## src/rtl/s12_bit_subtractor_pkg.sv

```systemverilog
// Shared constants and types for the 12-bit subtractor.
// Holds the default width and the packed status-flag bundle.
package s12_bit_subtractor_pkg;

  localparam int WIDTH_DEF = 12;

  typedef struct packed {
    logic borrow;
    logic zero;
    logic neg;
    logic ovf;
  } flags_t;

endpackage

```

## src/rtl/s12_bit_subtractor_full_subtractor_cell.sv

```systemverilog
// One-bit full-subtractor cell of the ripple-borrow chain.
// Ports: i_a, i_b, i_bin in; o_d difference, o_bout borrow out.
module full_subtractor_cell (
  input  logic i_a,
  input  logic i_b,
  input  logic i_bin,
  output logic o_d,
  output logic o_bout
);

  logic w_axb;

  assign w_axb  = i_a ^ i_b;
  assign o_d    = w_axb ^ i_bin;
  assign o_bout = (~i_a & i_b) | (~w_axb & i_bin);

endmodule

```

## src/rtl/s12_bit_subtractor.sv

```systemverilog
// WIDTH-bit subtractor x - y: combinational diff/borrow plus a registered stage.
// Ports: clk, rst (async high), x, y, en; borrow, diff; diff_q + flags, valid_q.
module s12_bit_subtractor
  import s12_bit_subtractor_pkg::*;
#(
  parameter int WIDTH = WIDTH_DEF
) (
  input  logic             clk,
  input  logic             rst,
  input  logic [WIDTH-1:0] x,
  input  logic [WIDTH-1:0] y,
  input  logic             en,
  output logic             borrow,
  output logic [WIDTH-1:0] diff,
  output logic [WIDTH-1:0] diff_q,
  output logic             borrow_q,
  output logic             zero_q,
  output logic             neg_q,
  output logic             ovf_q,
  output logic             valid_q
);

  logic [WIDTH:0]   w_bc;
  logic [WIDTH-1:0] w_diff;
  flags_t           w_flags;

  logic [WIDTH-1:0] r_diff;
  flags_t           r_flags;
  logic             r_valid;

  assign w_bc[0] = 1'b0;

  for (genvar i = 0; i < WIDTH; i++) begin : g_cell
    full_subtractor_cell u_cell (
      .i_a    (x[i]),
      .i_b    (y[i]),
      .i_bin  (w_bc[i]),
      .o_d    (w_diff[i]),
      .o_bout (w_bc[i+1])
    );
  end

  // Overflow: operands of opposite sign and result sign differs from x.
  always_comb begin
    w_flags        = '0;
    w_flags.borrow = w_bc[WIDTH];
    w_flags.zero   = (w_diff == '0);
    w_flags.neg    = w_diff[WIDTH-1];
    w_flags.ovf    = (x[WIDTH-1] != y[WIDTH-1]) &&
                     (w_diff[WIDTH-1] != x[WIDTH-1]);
  end

  always_ff @(posedge clk or posedge rst) begin
    if (rst) begin
      r_diff  <= '0;
      r_flags <= '0;
      r_valid <= 1'b0;
    end else begin
      r_valid <= en;
      if (en) begin
        r_diff  <= w_diff;
        r_flags <= w_flags;
      end
    end
  end

  assign diff     = w_diff;
  assign borrow   = w_bc[WIDTH];
  assign diff_q   = r_diff;
  assign borrow_q = r_flags.borrow;
  assign zero_q   = r_flags.zero;
  assign neg_q    = r_flags.neg;
  assign ovf_q    = r_flags.ovf;
  assign valid_q  = r_valid;

endmodule

```

## config.mk

```make
export PLATFORM = sky130hd
export DESIGN_NAME = s12_bit_subtractor
export DESIGN_NICKNAME = d
export VERILOG_FILES = /design/src/rtl/s12_bit_subtractor_pkg.sv /design/src/rtl/s12_bit_subtractor_full_subtractor_cell.sv /design/src/rtl/s12_bit_subtractor.sv
export SDC_FILE = /design/constraint.sdc
export NUM_CORES = 1
export LEC_CHECK = 0
export ABC_AREA = 1
export CAP_MARGIN = 20
export CORE_UTILIZATION = 43
export CTS_BUF_LIST = sky130_fd_sc_hd__clkbuf_8
export DETAILED_ROUTE_END_ITERATION = 8
export GPL_ROUTABILITY_DRIVEN = 0
export GPL_TIMING_DRIVEN = 0
export PLACE_DENSITY = 0.93
export SLEW_MARGIN = 10
export SYNTH_ARGS = -nofsm -noshare
export SYNTH_HDL_FRONTEND = slang
export SYNTH_SLANG_ARGS = --single-unit
```

## constraint.sdc

```tcl
create_clock -name clk -period 18.6 [get_ports clk]
set_clock_uncertainty 0.1 [all_clocks]
set_input_delay 2.79 -clock clk [delete_from_list [all_inputs] [get_ports clk]]
set_output_delay 2.79 -clock clk [all_outputs]
set_load 0.01 [all_outputs]
```

==> summary.txt <==
Route
  – Wire length per cell: 12.2 µm
  – Drc violations: 0
  – First-pass DRT Iterations: 4
  – Via/cell ratio: 4.57
  – Final WL: 2510 µm
  – First DRT Iteration DRCs: 18
  – Vias: 941
  – Final ANT Viol Nets: 0

Yosys
  – Syn avg cell area: 9.04 µm²
  – Register area share after synthesis: 0.375
  – Synth top cells by count: inv_1, nand2_1, dfrtp_1
  – Top-count cell post-synth: inv_1
  – Post-synthesis net count: 158
  – Post-Synthesis Cells: 118
  – Flops & latches, synth: 16
  – Commonest register cell after synthesis: dfrtp_1
  – Top-area cell type share of the netlist area: 0.375
  – Post-Syn Area: 0.00107 mm²
  – Yosys top cell by area: dfrtp_1
  – Top cells by area, synth: dfrtp_1, fa_1, inv_1
  – Async set-reset flop share out of synthesis: 1.00
  – Unique masters post-synth: 15
  – Yosys Warn Count: 0
  – Number of synthesized flops with an enable pin: 0

Global route
  – Largest net degree at the start of global routing: 17
  – Total global-route track usage: 0.214
  – First-pass GRT wire length: 4110 µm
  – Initial antenna violation count: 0
  – Number of global-route vias before repair: 992
  – Gr ovfl total: 0

Power and ir drop
  – Sw Pwr: 0.0403 mW
  – Clock share of power: 0.227
  – Sw Ratio: 0.295
  – Power Density: 79.6 mW/mm²
  – VDD IR max: 0.0000575 V
  – LEAKAGE: 0.860 nW
  – Sequential power share: 0.317
  – Total power: 0.137 mW
  – Power Internal: 0.0965 mW
  – Gate power share: 0.456

Die
  – Die area: 0.00269 mm²
  – Core Region: 0.00228 mm²
  – Die Width: 51.8 µm
  – I/O pin count: 57
  – Row count: 17
  – Die height: 51.8 µm
  – Starting density of the core: 0.469

Placement
  – Buffers on Ports: 56
  – HPWL after DPL: 2000 µm
  – Setup WS pre-CTS: 7100 ps
  – Placed insts: 202

Clock network
  – Num Clock Sinks: 16
  – TritonCTS buffer count: 3
  – CTS tree: done
  – Worst-path clk slew: 60 ps
  – H-tree levels: 1
  – Root buffer cell: clkbuf_8
  – # hold bufs at CTS: 0
  – Post-CTS resize count: 0
  – Clk Latency, worst-skew pair: 250 ps
  – Post-CTS Setup Bufs: 0
  – Clock buffer depth: 2

STA
  – Pins over their slew limit: 0
  – RSZ-0062 raised after global routing: false
  – Max Freq: 86.9 MHz
  – Final hold violations: 0
  – Rel. slew slack: 0.609
  – Final Critical Period: 11510 ps
  – Crit share post-route: 0.619
  – Post-Route Setup TNS: 0 ps
  – Worst Tran Pin Value: 586 ps
  – Worst Setup Slack, final: 7090 ps
  – Final Setup Violations: 0

Worst setup path
  – Worst flop-to-flop path endpoint: diff_q[6]
  – CP Capture Type: output port
  – Crit Path Category: input port to output port
  – Crit path DAT: 8620 ps
  – CP max FO: 4
  – Crit path launch type: input port
  – Worst r2r src: diff_q[6]
  – R2r worst-path depth: 1
  – WP data required: 15710 ps
  – FF-to-FF setup slack: 17830 ps

Run status
  – Status: complete, no violations

Min path
  – Hold/Removal Path Class: flop to flop
  – Hold path endpoint: diff_q[10]
  – Min-delay src: diff_q[10]
  – Hold path depth: 2

Finish
  – Fraction of layout cells with a size suffix above 1: 0.112
  – Fin nets: 219
  – Layout area overhead: 61.0%
  – # diodes: 0
  – Layout Cells excl Fill: 206

Flow run
  – Max Cap Viol: 0
[routing by layer]
layer | wire length, µm | vias to the layer above | global-route usage
li1 | - | 448 | -
met1 | 924 | 436 | 0.224
met2 | 1380 | 49 | 0.389
met3 | 140 | 8 | 0.0409
met4 | 62 | 0 | 0.126
met5 | 0 | - | 0
[placed cells by master, fill, tap and decap left out, drive strengths merged]
| master | n |
|---|---|
| buf | 15 |
| clkbuf | 4 |
| clkdlybuf4s50 | 56 |
| dfrtp | 16 |
| fa | 11 |
| ha | 2 |
| inv | 31 |
| nand2 | 24 |
| nand3 | 1 |
| nor2 | 3 |
| o21a | 1 |
| o21ai | 12 |
| or2 | 1 |
| xnor2 | 1 |
[power groups by stage]
stage / clock (mW) / sequential (mW) / combinational, mW
2_1_floorplan: 0 / 0.0462 / 0.0269
5_1_grt: 0.0329 / 0.0441 / 0.0678
4_1_cts: 0.0312 / 0.0434 / 0.0630
3_5_place_dp: 0 / 0.0439 / 0.0623
6_report: 0.0310 / 0.0434 / 0.0623
3_3_place_gp: 0 / 0.0435 / 0.0607
[cells by family after synthesis]
family,after synthesis,synth area share
flops,16,0.375
simple gates,29,0.106
xor+xnor,1,0.00821
buf+inv,46,0.218
fa+ha+maj,13,0.230
compound gates,13,0.0633
[worst max-delay path: stages]
cell             delay [ps]
clkdlybuf4s50_1         470
inv_1                    40
ha_1                    190
fa_1                    380
fa_1                    390
fa_1                    390
fa_1                    400
fa_1                    400
fa_1                    400
fa_1                    390
fa_1                    390
fa_1                    410
fa_1                    370
inv_1                    80
fa_1                    480
buf_4                   170
clkdlybuf4s50_1         470
[stage by stage]
step	hold WS (ps)	area, µm²	utilization
2_1_floorplan	412	1070	-
3_3_place_gp	365	1660	0.731
3_5_place_dp	371	1660	0.731
4_1_cts	388	1720	0.755
5_1_grt	416	1720	0.755
6_report	386	1720	0.755
[sequential cells by signal (all words and copies together) (netlist names)]
name / cells
valid_q: 1
ovf_q: 1
zero_q: 1
borrow_q: 1
diff_q: 12
[worst max path at each step]
| stage | cells past startpoint | endpoint | start | slack, ps |
|---|---|---|---|---|
| finish | 17 | diff[11] | x[0] | 7090 |
| global route | 17 | diff[11] | x[0] | 6940 |
| CTS | 17 | diff[11] | x[0] | 7070 |
| detailed placement | 17 | diff[11] | x[0] | 7100 |
| global placement | 17 | diff[11] | x[0] | 7200 |
| floorplan | 15 | diff[11] | x[0] | 8270 |
[final cells by class]
type,count,area (µm²)
Timing Repair Buffer,56,561
Fill cell,142,558
Multi-Input combinational cell,56,434
Sequential cell,16,400
Buffer,15,116
Inverter,31,116
Clock buffer,4,55.1
Tap cell,28,35.0
Note: power is estimated with default switching activity, not from simulation.
